File: src/rtl/rv32_trace_buf_if.sv
// rtl/rv32_trace_buf_if.sv - Interface bundle for the retirement-trace capture block
//
// Purpose:
//   Groups the WB retirement stream, trigger controls and debug readout of
//   rv32_trace_buf into a single interface.
//   slave  : used by rv32_trace_buf (consumes the retire/control inputs, drives readout).
//   master : used by the CPU/debug side (drives the retire/control inputs, observes readout).
//
// Signal summary:
//   wb_valid, wb_pc, wb_ir, wb_wdata   retirement record from WB
//   data_hazard, control_hazard        pipeline stall flags (gap metadata)
//   arm, trig_en, trig_pc              capture control and PC trigger
//   rd_idx, rd_field                   readout select (0 = oldest record)
//   rd_data, state, count, done        registered readout and capture status

interface rv32_trace_buf_if #(
  parameter int XLEN  = 32,
  parameter int DEPTH = 16
);
  localparam int AW = $clog2(DEPTH);

  logic            wb_valid;
  logic [XLEN-1:0] wb_pc;
  logic [31:0]     wb_ir;
  logic [XLEN-1:0] wb_wdata;
  logic            data_hazard;
  logic            control_hazard;
  logic            arm;
  logic            trig_en;
  logic [XLEN-1:0] trig_pc;
  logic [AW-1:0]   rd_idx;
  logic [1:0]      rd_field;
  logic [XLEN-1:0] rd_data;
  logic [1:0]      state;
  logic [AW:0]     count;
  logic            done;

  modport master (
    output wb_valid, wb_pc, wb_ir, wb_wdata, data_hazard, control_hazard,
    output arm, trig_en, trig_pc, rd_idx, rd_field,
    input  rd_data, state, count, done
  );

  modport slave (
    input  wb_valid, wb_pc, wb_ir, wb_wdata, data_hazard, control_hazard,
    input  arm, trig_en, trig_pc, rd_idx, rd_field,
    output rd_data, state, count, done
  );
endinterface

File: src/rtl/rv32_trace_buf.sv
// rtl/rv32_trace_buf.sv - Retirement-trace circular buffer with PC trigger and post-trigger freeze
//
// Purpose:
//   Records every instruction retired in WB (PC, IR, write-back data and
//   optional gap/hazard metadata) into a DEPTH-entry circular buffer. A PC
//   trigger followed by POST_CNT further records freezes the buffer so the
//   window around the event can be read out on the debug path.
//
// Ports:
//   clk    in   system clock, rising edge
//   rst_n  in   asynchronous active-low reset
//   dbg    slave modport of rv32_trace_buf_if (retire stream, trigger
//          controls, registered readout, state/count/done status)
//
// Optional feature:
//   TRACE_GAP_EN - when defined, each record carries meta =
//   {control_hazard_seen[17], data_hazard_seen[16], gap[15:0]} describing the
//   idle cycles preceding it. When undefined no meta storage is built and
//   rd_field = 3 reads 0.

module rv32_trace_buf #(
  parameter int XLEN     = 32,
  parameter int DEPTH    = 16,
  parameter int AW       = $clog2(DEPTH),
  parameter int POST_CNT = 8
) (
  input  logic            clk,
  input  logic            rst_n,
  rv32_trace_buf_if.slave dbg
);

  typedef enum logic [1:0] {
    S_IDLE  = 2'd0,
    S_ARMED = 2'd1,
    S_POST  = 2'd2,
    S_DONE  = 2'd3
  } state_t;

  localparam logic [AW:0]   COUNT_MAX = (AW+1)'(DEPTH);
  localparam logic [AW-1:0] POST_LAST = AW'(POST_CNT);

  state_t        state_q, state_d;
  logic [AW-1:0] wr_ptr_q, wr_ptr_d;
  logic [AW:0]   count_q, count_d;
  logic [AW-1:0] post_q, post_d;
  logic          wr_en;

  logic [XLEN-1:0] pc_mem [DEPTH];
  logic [31:0]     ir_mem [DEPTH];
  logic [XLEN-1:0] wd_mem [DEPTH];

  logic [AW-1:0]   rd_slot;
  logic [XLEN-1:0] ir_ext;
  logic [XLEN-1:0] meta_ext;
  logic [XLEN-1:0] rd_data_q;
  logic            trig_hit;

  // ---------------------------------------------------------------------------
  // Capture FSM
  // ---------------------------------------------------------------------------
  assign trig_hit = dbg.trig_en && (dbg.wb_pc == dbg.trig_pc);

  always_ff @(posedge clk or negedge rst_n) begin
    if (!rst_n) begin
      state_q  <= S_IDLE;
      wr_ptr_q <= '0;
      count_q  <= '0;
      post_q   <= '0;
    end else begin
      state_q  <= state_d;
      wr_ptr_q <= wr_ptr_d;
      count_q  <= count_d;
      post_q   <= post_d;
    end
  end

  always_comb begin
    state_d  = state_q;
    wr_ptr_d = wr_ptr_q;
    count_d  = count_q;
    post_d   = post_q;
    wr_en    = 1'b0;

    if (dbg.arm) begin
      // arm wins over everything, including a record retiring this cycle
      state_d  = S_ARMED;
      wr_ptr_d = '0;
      count_d  = '0;
      post_d   = '0;
    end else begin
      case (state_q)
        S_ARMED: begin
          if (dbg.wb_valid) begin
            wr_en = 1'b1;
            if (trig_hit) begin
              post_d  = '0;
              state_d = (POST_CNT == 0) ? S_DONE : S_POST;
            end
          end
        end
        S_POST: begin
          // trigger matches are deliberately ignored here
          if (dbg.wb_valid) begin
            wr_en  = 1'b1;
            post_d = post_q + 1'b1;
            if (post_q + 1'b1 == POST_LAST) begin
              state_d = S_DONE;
            end
          end
        end
        default: begin
        end
      endcase

      if (wr_en) begin
        wr_ptr_d = wr_ptr_q + 1'b1;
        // once full, the pointer keeps moving and overwrites the oldest slot
        if (count_q != COUNT_MAX) begin
          count_d = count_q + 1'b1;
        end
      end
    end
  end

  // ---------------------------------------------------------------------------
  // Record storage (contents are don't-care after reset, so not reset)
  // ---------------------------------------------------------------------------
  always_ff @(posedge clk) begin
    if (wr_en) begin
      pc_mem[wr_ptr_q] <= dbg.wb_pc;
      ir_mem[wr_ptr_q] <= dbg.wb_ir;
      wd_mem[wr_ptr_q] <= dbg.wb_wdata;
    end
  end

  // Oldest valid record sits count slots behind the write pointer. When the
  // buffer is full count[AW-1:0] is 0, which correctly lands on wr_ptr.
  assign rd_slot = wr_ptr_q - count_q[AW-1:0] + dbg.rd_idx;

  always_comb begin
    ir_ext       = '0;
    ir_ext[31:0] = ir_mem[rd_slot];
  end

`ifdef TRACE_GAP_EN
  logic [15:0] gap_q;
  logic        dhs_q;
  logic        chs_q;
  logic [17:0] meta_mem [DEPTH];

  // Gap state tracks idle cycles since the last retirement, so any wb_valid
  // restarts it, even in states that do not write a record.
  always_ff @(posedge clk or negedge rst_n) begin
    if (!rst_n) begin
      gap_q <= '0;
      dhs_q <= 1'b0;
      chs_q <= 1'b0;
    end else if (dbg.arm || dbg.wb_valid) begin
      gap_q <= '0;
      dhs_q <= 1'b0;
      chs_q <= 1'b0;
    end else begin
      if (gap_q != 16'hFFFF) begin
        gap_q <= gap_q + 16'd1;
      end
      dhs_q <= dhs_q | dbg.data_hazard;
      chs_q <= chs_q | dbg.control_hazard;
    end
  end

  always_ff @(posedge clk) begin
    if (wr_en) begin
      meta_mem[wr_ptr_q] <= {chs_q, dhs_q, gap_q};
    end
  end

  always_comb begin
    meta_ext       = '0;
    meta_ext[17:0] = meta_mem[rd_slot];
  end
`else
  logic unused_hazards;
  assign unused_hazards = dbg.data_hazard ^ dbg.control_hazard;
  assign meta_ext       = '0;
`endif

  // ---------------------------------------------------------------------------
  // Registered readout; indices beyond the valid window read as zero
  // ---------------------------------------------------------------------------
  always_ff @(posedge clk or negedge rst_n) begin
    if (!rst_n) begin
      rd_data_q <= '0;
    end else if ({1'b0, dbg.rd_idx} >= count_q) begin
      rd_data_q <= '0;
    end else begin
      case (dbg.rd_field)
        2'd0:    rd_data_q <= pc_mem[rd_slot];
        2'd1:    rd_data_q <= ir_ext;
        2'd2:    rd_data_q <= wd_mem[rd_slot];
        default: rd_data_q <= meta_ext;
      endcase
    end
  end

  assign dbg.rd_data = rd_data_q;
  assign dbg.state   = state_q;
  assign dbg.count   = count_q;
  assign dbg.done    = (state_q == S_DONE);

endmodule

File: src/flat_wrapper.sv
// flat-port wrapper written by rule: the top's interface ports become plain ports
module rv32_trace_buf_flat 
#(
  parameter int XLEN     = 32,
  parameter int DEPTH    = 16,
  parameter int AW       = $clog2(DEPTH),
  parameter int POST_CNT = 8
)
  (clk, rst_n, dbg_wb_valid, dbg_wb_pc, dbg_wb_ir, dbg_wb_wdata, dbg_data_hazard, dbg_control_hazard, dbg_arm, dbg_trig_en, dbg_trig_pc, dbg_rd_idx, dbg_rd_field, dbg_rd_data, dbg_state, dbg_count, dbg_done);
  rv32_trace_buf_if #(.XLEN(XLEN), .DEPTH(DEPTH)) dbg_i ();
  input  logic clk;
  input  logic rst_n;
  input wire logic [$bits(dbg_i.wb_valid)-1:0] dbg_wb_valid;
  input wire logic [$bits(dbg_i.wb_pc)-1:0] dbg_wb_pc;
  input wire logic [$bits(dbg_i.wb_ir)-1:0] dbg_wb_ir;
  input wire logic [$bits(dbg_i.wb_wdata)-1:0] dbg_wb_wdata;
  input wire logic [$bits(dbg_i.data_hazard)-1:0] dbg_data_hazard;
  input wire logic [$bits(dbg_i.control_hazard)-1:0] dbg_control_hazard;
  input wire logic [$bits(dbg_i.arm)-1:0] dbg_arm;
  input wire logic [$bits(dbg_i.trig_en)-1:0] dbg_trig_en;
  input wire logic [$bits(dbg_i.trig_pc)-1:0] dbg_trig_pc;
  input wire logic [$bits(dbg_i.rd_idx)-1:0] dbg_rd_idx;
  input wire logic [$bits(dbg_i.rd_field)-1:0] dbg_rd_field;
  output wire logic [$bits(dbg_i.rd_data)-1:0] dbg_rd_data;
  output wire logic [$bits(dbg_i.state)-1:0] dbg_state;
  output wire logic [$bits(dbg_i.count)-1:0] dbg_count;
  output wire logic [$bits(dbg_i.done)-1:0] dbg_done;
  assign dbg_i.wb_valid = dbg_wb_valid;
  assign dbg_i.wb_pc = dbg_wb_pc;
  assign dbg_i.wb_ir = dbg_wb_ir;
  assign dbg_i.wb_wdata = dbg_wb_wdata;
  assign dbg_i.data_hazard = dbg_data_hazard;
  assign dbg_i.control_hazard = dbg_control_hazard;
  assign dbg_i.arm = dbg_arm;
  assign dbg_i.trig_en = dbg_trig_en;
  assign dbg_i.trig_pc = dbg_trig_pc;
  assign dbg_i.rd_idx = dbg_rd_idx;
  assign dbg_i.rd_field = dbg_rd_field;
  assign dbg_rd_data = dbg_i.rd_data;
  assign dbg_state = dbg_i.state;
  assign dbg_count = dbg_i.count;
  assign dbg_done = dbg_i.done;
  rv32_trace_buf #(.XLEN(XLEN), .DEPTH(DEPTH), .AW(AW), .POST_CNT(POST_CNT)) u_core (.clk(clk), .rst_n(rst_n), .dbg(dbg_i));
endmodule
File: config.mk
export PLATFORM = sky130hd
export DESIGN_NAME = rv32_trace_buf_flat
export DESIGN_NICKNAME = d
export VERILOG_FILES = /design/src/rtl/rv32_trace_buf_if.sv /design/src/rtl/rv32_trace_buf.sv /design/src/flat_wrapper.sv
export SDC_FILE = /design/constraint.sdc
export NUM_CORES = 1
export LEC_CHECK = 0
export ABC_AREA = 0
export CAP_MARGIN = 20
export CELL_PAD_IN_SITES_DETAIL_PLACEMENT = 2
export CELL_PAD_IN_SITES_GLOBAL_PLACEMENT = 2
export CORE_MARGIN = 5
export CORE_UTILIZATION = 40
export CTS_CLUSTER_SIZE = 16
export DETAILED_ROUTE_END_ITERATION = 10
export PLACE_DENSITY_LB_ADDON = 0.1
export REMOVE_ABC_BUFFERS = 1
export SETUP_SLACK_MARGIN = 0.02
export SLEW_MARGIN = 20
export SYNTH_ARGS = -nofsm -noshare
export SYNTH_HDL_FRONTEND = slang
export SYNTH_SLANG_ARGS = --single-unit
File: constraint.sdc
create_clock -name clk -period 21.9 [get_ports clk]
set_input_delay 3.285 -clock clk [delete_from_list [all_inputs] [get_ports clk]]
set_output_delay 3.285 -clock clk [all_outputs]
set_load 0.01 [all_outputs]
======== Word-level counts from Yosys, hierarchy flattened ========
Memory sizes are Yosys's and may differ from the RTL's.
Index checks and enable logic that the tools add are counted.
operators by class
  reduce and logical (&&, ||, !) cells .... 9
  order comparisons ....................... 1
  add/subtract/negate cells ............... 5
  mux-type cells .......................... 24
  equality and inequality tests ........... 12
operator list
  operator                                                          number
  32-bit case mux with 3 select lines                               1
  32-bit == test                                                    1
  32-bit 2-to-1 mux                                                 1
  4-bit 2-to-1 mux                                                  6
  5-bit 2-to-1 mux                                                  3
  2-bit 2-to-1 mux                                                  5
  4-bit by 1-bit adder with 4-bit output (second input constant)    2
  4-bit case mux with 2 select lines                                1
  2-bit == test (second input constant)                             3
  1-bit 2-to-1 mux                                                  6
  3-bit by 2-bit != test with 1-bit output (second input constant)  2
  3-bit != test (second input constant)                             2
  5-bit by 1-bit adder with 5-bit output (second input constant)    1
  4-bit by 5-bit greater-or-equal comparator with 1-bit output      1
  5-bit != test (second input constant)                             1
  5-bit AND reduction                                               1
  4-bit adder                                                       1
  2-bit by 1-bit == test with 1-bit output (second input constant)  2
  4-bit == test (second input constant)                             1
  2-bit case mux with 2 select lines                                1
  4-bit AND reduction                                               1
  2-bit nonzero test                                                2
  4-bit subtractor                                                  1
  3-bit nonzero test                                                1
  4 further kinds                                                   4
storage, ports and cells
  register bits ........................... 47
  memory bits (writable) .................. 1536
  input bits .............................. 141
  memories kept ........................... 3
memories
  name           depth  width  rd ports  clocked after memory_dff  write ports  RTL line              source
  u_core.ir_mem  16     32     1         0                         1            rv32_trace_buf.sv:49  logic [31:0] ir_mem [DEPTH];
  u_core.pc_mem  16     32     1         0                         1            rv32_trace_buf.sv:48  logic [XLEN-1:0] pc_mem [DEPTH];
  u_core.wd_mem  16     32     1         0                         1            rv32_trace_buf.sv:50  logic [XLEN-1:0] wd_mem [DEPTH];

======== Longest topological paths before layout ========
Gate-level depths: netlist of run 1.
  word-level depth ........................ 7
  gate-level depth with buffers ........... 14
  mapped depth without buffers ............ 10

======== Worst setup path after synthesis of run 1 ========
Ideal clock, no wire load.
  path kind ............................... input -> register
  start ................................... input port dbg_arm
  end ..................................... memory u_core.ir_mem[0][0], enable pin
  stages .................................. 4
  setup time .............................. 669 ps
  setup slack ............................. 10962 ps
  path buffers ............................ 1
  arrival ................................. 10270 ps
  path through ............................ clkbuf_1 nor2_1 nand2_1 nor3_1
between the ends
  longest elaborated chain between the ends .. 3
RTL lines
  what                                    RTL line               source
  start, declared                         flat_wrapper.sv:19     input wire logic [$bits(dbg_i.arm)-1:0] dbg_arm;
  1-bit 2-to-1 mux                        rv32_trace_buf.sv:84   if (dbg.arm) begin
  1-bit 2-to-1 mux                        rv32_trace_buf.sv:129  if (wr_en) begin
  1-bit 2-to-1 mux (not written as such)  rv32_trace_buf.sv:131  ir_mem[wr_ptr_q] <= dbg.wb_ir;
  end, declared                           rv32_trace_buf.sv:49
Every way passes these cells.

======== Worst setup path in the final report of run 1 ========
  start ................................... input port dbg_rd_idx[1]
  end ..................................... register u_core.rd_data_q[21] (netlist: u_core.dbg.rd_data[21])
between the ends
  longest elaborated chain between the ends .. 4
  elaborated cells on any way between the ends .. 7
  classes of those cells .................. add/sub (1); order compare (1); mux (2); memory (3)
RTL lines
  what                                               RTL line               source
  start, declared                                    flat_wrapper.sv:22     input wire logic [$bits(dbg_i.rd_idx)-1:0] dbg_rd_idx;
  4-bit adder                                        rv32_trace_buf.sv:138  assign rd_slot = wr_ptr_q - count_q[AW-1:0] + dbg.rd_idx;
  memory read 16 x 32 bit, on equally long branches  -
  32-bit case mux with 3 select lines                rv32_trace_buf.sv:196  case (dbg.rd_field)
  32-bit 2-to-1 mux (*)                              rv32_trace_buf.sv:193  end else if ({1'b0, dbg.rd_idx} >= count_q) begin
  end signal, assigned                               rv32_trace_buf.sv:197  2'd0: rd_data_q <= pc_mem[rd_slot];
  end signal, assigned                               rv32_trace_buf.sv:198  2'd1: rd_data_q <= ir_ext;
  end signal, assigned                               rv32_trace_buf.sv:199  2'd2: rd_data_q <= wd_mem[rd_slot];
  end, declared                                      rv32_trace_buf.sv:55   logic [XLEN-1:0] rd_data_q;
Mark *: on every way between the ends. The rest lies on a longest branch, timed or not.
A chain may end at the register's enable or synchronous reset.

==> results of run 1 <==
==> cell type report <==
type | count | area share [%]
Inverter | 25 | 0.132
Clock buffer | 259 | 6.92
Sequential cell | 1583 | 66.6
Multi-Input combinational cell | 1255 | 18.6
Clock inverter | 56 | 0.787
Tap cell | 2030 | 3.57
Timing Repair Buffer | 236 | 3.38
Antenna cell | 6 | 0.0211
==> per-layer routing <==
metal  vias up  global-route usage (%)  part of all wire, %
li1      12800                       -                    -
met1     17100                    30.3                   43
met2       811                    37.3                   50
met3       222                    4.04                  5.1
met4        10                    5.44                  2.2
met5         -                       0                0.039
==> logic make-up after synthesis <==
logic type                 Yosys count  synth area share [%]
DFF                               1583                  77.3
xor gates and xnor gates            41                 0.611
muxes                              417                  14.0
buffers and inverters              188                  1.46
adders and majority gates           21                 0.466
AOI/OAI and AO/OA                   88                  1.11
and+or+nand+nor                    688                  5.03
==> cells in the final DEF, fill, tap and decap left out, types with 3 or more instances in the layout <==
cell / n
a21oi_1: 4
buf_12: 15
buf_4: 44
bufinv_16: 10
clkbuf_1: 65
clkbuf_16: 178
clkbuf_8: 16
clkdlybuf4s50_1: 177
clkinv_1: 20
clkinv_2: 17
clkinv_8: 3
dfrtp_1: 47
diode_2: 6
edfxtp_1: 1536
ha_1: 17
inv_1: 25
inv_6: 3
mux2i_1: 64
mux4_2: 353
nand2_1: 338
nand2b_1: 5
nand3_1: 260
nand4_1: 7
nor2_1: 14
nor2_4: 12
nor2b_1: 34
nor3_2: 4
nor4_1: 3
o22ai_1: 33
o311ai_0: 21
o311ai_1: 10
xnor2_1: 21
xnor2_2: 3
xor2_1: 15
==> metrics by stage <==
stage | setup TNS, ns | power, mW | std cells | util [%] | instance area [um2]
after detailed placement | 0 | 5.02 | 5129 | 43.1 | 65600
after CTS | 0 | 7.88 | 5444 | 46.7 | 71000
after global placement | 0 | 4.97 | 5129 | 43.1 | 65600
final | 0 | 7.76 | 5450 | 46.7 | 71100
after global routing | 0 | 8.10 | 5444 | 46.7 | 71000
after floorplan | -18.39 | 5.12 | 2863 | - | 60400
==> report_power, final <==
group | leakage [nW] | internal (mW) | switching (mW) | total [mW]
sequential | 14.5 | 3.36 | 0.0172 | 3.38
combinational | 5.68 | 0.627 | 0.926 | 1.55
clock | 2.66 | 1.66 | 1.17 | 2.83
total | 22.8 | 5.65 | 2.11 | 7.76
==> worst max path at each step <==
stage,start,endpoint,slack (ns),cells after the start
after CTS,dbg_rd_idx[1],u_core.dbg.rd_data[21]$_DFF_PN0_,12.55,14
after global routing,dbg_rd_idx[1],u_core.dbg.rd_data[21]$_DFF_PN0_,12.43,14
after detailed placement,dbg_rd_idx[1],u_core.dbg.rd_data[21]$_DFF_PN0_,11.71,14
final,dbg_rd_idx[1],u_core.dbg.rd_data[21]$_DFF_PN0_,12.56,14
after floorplan,dbg_rd_idx[0],u_core.dbg.rd_data[0]$_DFF_PN0_,-0.60,5
after global placement,dbg_rd_idx[1],u_core.dbg.rd_data[21]$_DFF_PN0_,11.80,14
==> state kept, by name (all words and copies together) (netlist names) <==
register            count
u_core.pc_mem         512
u_core.dbg.count        5
u_core.post_q           4
u_core.wr_ptr_q         4
u_core.wd_mem         512
u_core.ir_mem         512
u_core.dbg.state        2
u_core.dbg.rd_data     32
==> worst max-delay path: cells and delay by family <==
family          cells  cell delay [ns]
compound gates      1             0.26
simple gates        3             0.37
mux                 1             0.42
fa+ha+maj           2             1.50
buf+inv             7             3.78
==> flow_metrics.env, run 1 <==
export IMPL_yosysMostFrequentCell="edfxtp_1"
export IMPL_cap_violations=0
export IMPL_area_sequential_um2=47300
export IMPL_multi_input_area_um2=13200
export IMPL_setup_viol_count_final=0
export IMPL_ys_ff_latch=1583
export IMPL_cts_num_sinks=1583
export IMPL_drt_pass1_iter_count=5
export IMPL_skew_ns=0.0187
export IMPL_antenna_found_initial=20
export IMPL_crit_slowest_cell="fa_4"
export IMPL_htreeDepth=4
export IMPL_power_leakage_nw=22.8
export IMPL_fin_ws_ns=12.56
export IMPL_min_to="u_core.post_q[3]$_DFFE_PN0P_"
export IMPL_slew_headroom_pct=23.8
export IMPL_post_route_period_util_pct=42.7
export IMPL_dieArea_um2=161000
export IMPL_netlist_top_cells_count="1536 x edfxtp_1, 353 x mux4_2, 339 x nand2_1"
export IMPL_critPathCaptureType="register"
export IMPL_ys_async_sr_fraction_pct=2.97
export IMPL_final_fill_count=13600
export IMPL_layout_drive_gt1_share_pct=19.8
export IMPL_crit_chain="clkdlybuf4s50_1 > inv_1 > fa_1 > inv_1 > fa_4 > buf_12 > buf_4 > buf_4 > buf_4 > mux4_2 > nand2_1 > nand3_1 > o311ai_0 > nand3_1"
export IMPL_cts_buffers=172
export IMPL_die_h_um=401
export IMPL_grt_pass1_wl_mm=257
export IMPL_rows=143
export IMPL_cts_setup_buffers=0
export IMPL_netlist_area_um2=61200
export IMPL_drt_total_wl_mm=178
export IMPL_dp_hpwl_mm=86.3
export IMPL_ant_nets=0
export IMPL_path_max_fanout=140
export IMPL_via_per_inst=5.67
export IMPL_hold_ws_ns=0.506
export IMPL_yosys_warnings=0
export IMPL_holdPathStages=1
export IMPL_crit_path_frequent_cell="buf_4"
export IMPL_cts_hold_fix_buffers=0
export IMPL_rr_startpoint="u_core.wr_ptr_q[1]$_DFFE_PN0P_"
export IMPL_yosysSeqAreaShare_pct=77.3
export IMPL_portBuffers=178
export IMPL_vdd_drop_max_v=0.000101
export IMPL_remaining_drc_errors=0
export IMPL_layout_nets=3435
export IMPL_core_area_um2=152000
export IMPL_r2r_end="u_core.dbg.rd_data[21]$_DFF_PN0_"
export IMPL_io_pins=181
export IMPL_clk_latency_ns=0.79
export IMPL_max_freq_mhz=107
export IMPL_cts_tree="done"
export IMPL_rr_worst_depth=13
export IMPL_synth_edf_count=1536
export IMPL_syn2layout_area_growth_pct=16.1
export IMPL_grt_max_degree=141
export IMPL_synthTopCellsByArea="edfxtp_1 75%, mux4_2 13%, nand3_1 2.1%"
export IMPL_syn_avg_cell_area_um2=20.2
export IMPL_gr_usage_all_layers_pct=22.2
export IMPL_yosysTopAreaCell="edfxtp_1"
export IMPL_worstSetupStartpointType="input pin"
export IMPL_vias=30900
export IMPL_dpl_worst_slack_ns=11.71
export IMPL_worst_ep_required_time_ns=22.52
export IMPL_tightest_slew_ns=1.14
export IMPL_cts_repair_resized=0
export IMPL_netlist_area_leader_share_pct=75.4
export IMPL_status="finished, final reports clean"
export IMPL_layout_min_cycle_time_ns=9.34
export IMPL_crit_path_max_incr_delay_ns=1.00
export IMPL_power_density_nw_per_um2=109
export IMPL_hp_start="u_core.post_q[3]$_DFFE_PN0P_"
export IMPL_worst_setup_path_type="in2reg"
export IMPL_synthCells=3026
export IMPL_finalHoldViolations=0
export IMPL_first_iter_violations=2655
export IMPL_fp_dieW_um=401
export IMPL_start_util_pct=40.2
export IMPL_hp_class="reg2reg"
export IMPL_rrSetupSlack_ns=15.11
export IMPL_first_global_vias=34600
export IMPL_clock_root_buffer="clkbuf_16"
export IMPL_gp_congestion=0.693
export IMPL_clkTransAtPathRegs_ns=0.06
export IMPL_synth_top_flop_cell="edfxtp_1"
export IMPL_wl_per_cell_um=32.7
export IMPL_worstPathArrival_ns=9.96
export IMPL_slew_violations=0
export IMPL_yosysUniqueCellTypes=52
export IMPL_rsz0062_at_grt="no"
export IMPL_ctsLongestPathBuffers=3
export IMPL_overflow=0
(Power assumes the default switching activity.)
==> inputs of run 2 (changes only) <==
==> constraint.sdc (replaced) <==
create_clock -name clk -period 9.7 [get_ports clk]
set_input_delay 1.455 -clock clk [delete_from_list [all_inputs] [get_ports clk]]
set_output_delay 1.455 -clock clk [all_outputs]
set_load 0.01 [all_outputs]
==> run 2 against run 1 <==
Largest cell class unchanged. First-iteration DRC count shrank 3.4%. Combinational power grew 120%. Core utilization is essentially flat. Design area is essentially flat. Worst setup slack lost 8.1 ns. Critical path depth shrank 3. Die area is the same. Critical path type unchanged. Sequential power grew 130%. Register-to-register slack lost 10 ns. Critical endpoint is now u_core.dbg.rd_data[0]$_DFF_PN0_. Routed wire length shrank 1.5%.
==> flow_metrics.env, run 2 (same netlist as run 1, synthesis figures left out) <==
export IMPL_first_global_vias=34300
export IMPL_worstPathArrival_ns=5.84
export IMPL_stdcell_area_um2=71000
export IMPL_dpl_cell_area_um2=65600
export IMPL_overflow=0
export IMPL_htreeDepth=4
export IMPL_critPathCaptureType="register"
export IMPL_fp_dieW_um=401
export IMPL_ant_nets=0
export IMPL_vdd_drop_max_v=0.000207
export IMPL_hp_class="reg2reg"
export IMPL_multi_input_area_um2=13200
export IMPL_power_density_nw_per_um2=246
export IMPL_dpl_worst_slack_ns=3.71
export IMPL_cts_hold_fix_buffers=0
export IMPL_dp_hpwl_mm=81.7
export IMPL_tightest_slew_ns=1.12
export IMPL_use_met1_pct=29.8
export IMPL_grt_pass1_wl_mm=253
export IMPL_cts_repair_resized=0
export IMPL_finalHoldViolations=0
export IMPL_grt_most_used_layer="met2"
export IMPL_clk_latency_ns=0.79
export IMPL_rows=143
export IMPL_layout_nets=3422
export IMPL_skew_ns=0.0263
export IMPL_rr_startpoint="u_core.wr_ptr_q[0]$_DFFE_PN0P_"
export IMPL_layout_drive_gt1_share_pct=19.9
export IMPL_slew_headroom_pct=24.9
export IMPL_gp_congestion=0.699
export IMPL_fin_ws_ns=4.46
export IMPL_start_util_pct=40.2
export IMPL_portBuffers=178
export IMPL_area_sequential_um2=47300
export IMPL_io_pins=181
export IMPL_rsz0062_at_grt="no"
export IMPL_cts_num_sinks=1583
export IMPL_die_h_um=401
export IMPL_vias=30700
export IMPL_finalCoreUtilization_pct=46.7
export IMPL_remaining_drc_errors=0
export IMPL_use_met3_pct=4.43
export IMPL_clkTransAtPathRegs_ns=0.06
export IMPL_syn2layout_area_growth_pct=16.1
export IMPL_power_total_mw=17.5
export IMPL_setup_viol_count_final=0
export IMPL_first_iter_violations=2564
export IMPL_post_route_period_util_pct=54.0
export IMPL_worst_ep_required_time_ns=10.30
export IMPL_layout_commonest_cell="edfxtp_1"
export IMPL_core_area_um2=152000
export IMPL_dieArea_um2=161000
export IMPL_clock_root_buffer="clkbuf_16"
export IMPL_critPathLaunch="dbg_rd_idx[1]"
export IMPL_power_leakage_nw=22.8
export IMPL_layout_min_cycle_time_ns=5.24
export IMPL_worstSetupStartpointType="input pin"
export IMPL_max_freq_mhz=191
export IMPL_drt_pass1_iter_count=5
export IMPL_cts_tree="done"
export IMPL_cts_buffers=171
export IMPL_drt_total_wl_mm=176
export IMPL_via_per_inst=5.64
export IMPL_ctsLongestPathBuffers=3
export IMPL_antenna_found_initial=15
export IMPL_met2_usage_pct=36.8
export IMPL_slew_violations=0
export IMPL_gr_usage_all_layers_pct=21.8
export IMPL_final_fill_count=13600
export IMPL_hp_start="u_core.post_q[3]$_DFFE_PN0P_"
export IMPL_wl_per_cell_um=32.3
export IMPL_grt_max_degree=128
export IMPL_cap_violations=0
export IMPL_status="finished, final reports clean"
export IMPL_cts_setup_buffers=0
export IMPL_worst_setup_path_type="in2reg"
export IMPL_layout_common_cells="1536 x edfxtp_1, 353 x mux4_2, 338 x nand2_1"
export IMPL_path_max_fanout=114
export IMPL_biggestRegsByFlops="u_core.ir_mem: 512 flops, u_core.pc_mem: 512 flops, u_core.wd_mem: 512 flops"
==> run 2: cell types whose count changed in the layout (fill, tap and decap cells not counted), sizes merged <==
| cell | previous run | this run |
|---|---|---|
| clkinv | 41 | 67 |
| clkbuf | 259 | 234 |
| buf | 59 | 47 |
| inv | 28 | 30 |
| diode | 6 | 7 |
==> run 2: path summary, 6_finish.rpt <==
| path | slack, ns | to | cells after the start |
|---|---|---|---|
| min in group asynchronous | 0.72 | u_core.dbg.rd_data[5]$_DFF_PN0_ | 1 |
| worst max-delay path | 4.46 | u_core.dbg.rd_data[0]$_DFF_PN0_ | 11 |
| worst max register to register | 5.12 | u_core.dbg.rd_data[0]$_DFF_PN0_ | 11 |
| worst min-delay path | 0.48 | u_core.post_q[3]$_DFFE_PN0P_ | 1 |
| worst min register to register | 0.48 | u_core.post_q[3]$_DFFE_PN0P_ | 1 |
| max in group asynchronous | 7.74 | u_core.dbg.rd_data[2]$_DFF_PN0_ | 2 |
==> run 2: metrics by stage <==
| stage | hold slack [ns] | TNS [ns] | std cells |
|---|---|---|---|
| after CTS | 0.485 | 0 | 5435 |
| after global placement | 0.458 | 0 | 5117 |
| final | 0.484 | 0 | 5442 |
| after floorplan | 0.445 | -346.45 | 2863 |
| after global routing | 0.495 | 0 | 5435 |
| after detailed placement | 0.475 | 0 | 5117 |
==> run 2: per-layer routing <==
layer | up-vias | routed length [um]
li1 | 12800 | -
met1 | 16900 | 74800
met2 | 773 | 87800
met3 | 223 | 10200
met4 | 10 | 2930
met5 | - | 69
==> run 2: area by class of cell <==
cell class	count	share of cell area (%)
clock inverters	84	0.958
inverters	25	0.132
flip-flops and latches	1583	66.6
repair buffers	224	3.40
clock buffers	234	6.71
multi-input cells	1255	18.6
diodes	7	0.0247
well taps	2030	3.58
==> run 2: power breakdown <==
part           internal (mW)  switching [mW]  total [mW]  leakage [nW]
logic                   1.41            2.07        3.48          5.64
clock network           3.69            2.66        6.35          2.68
registers               7.59          0.0411        7.63          14.5
total                   12.7            4.77        17.5          22.8
==> run 2: critical path: stages <==
cell and delay (ns):
clkdlybuf4s50_1 0.49, inv_1 0.07, fa_1 0.50, inv_1 0.06, fa_4 1.37, buf_12 0.60
mux4_2 0.42, nand2_1 0.09, nand3_1 0.08, o311ai_0 0.25, nand3_1 0.21
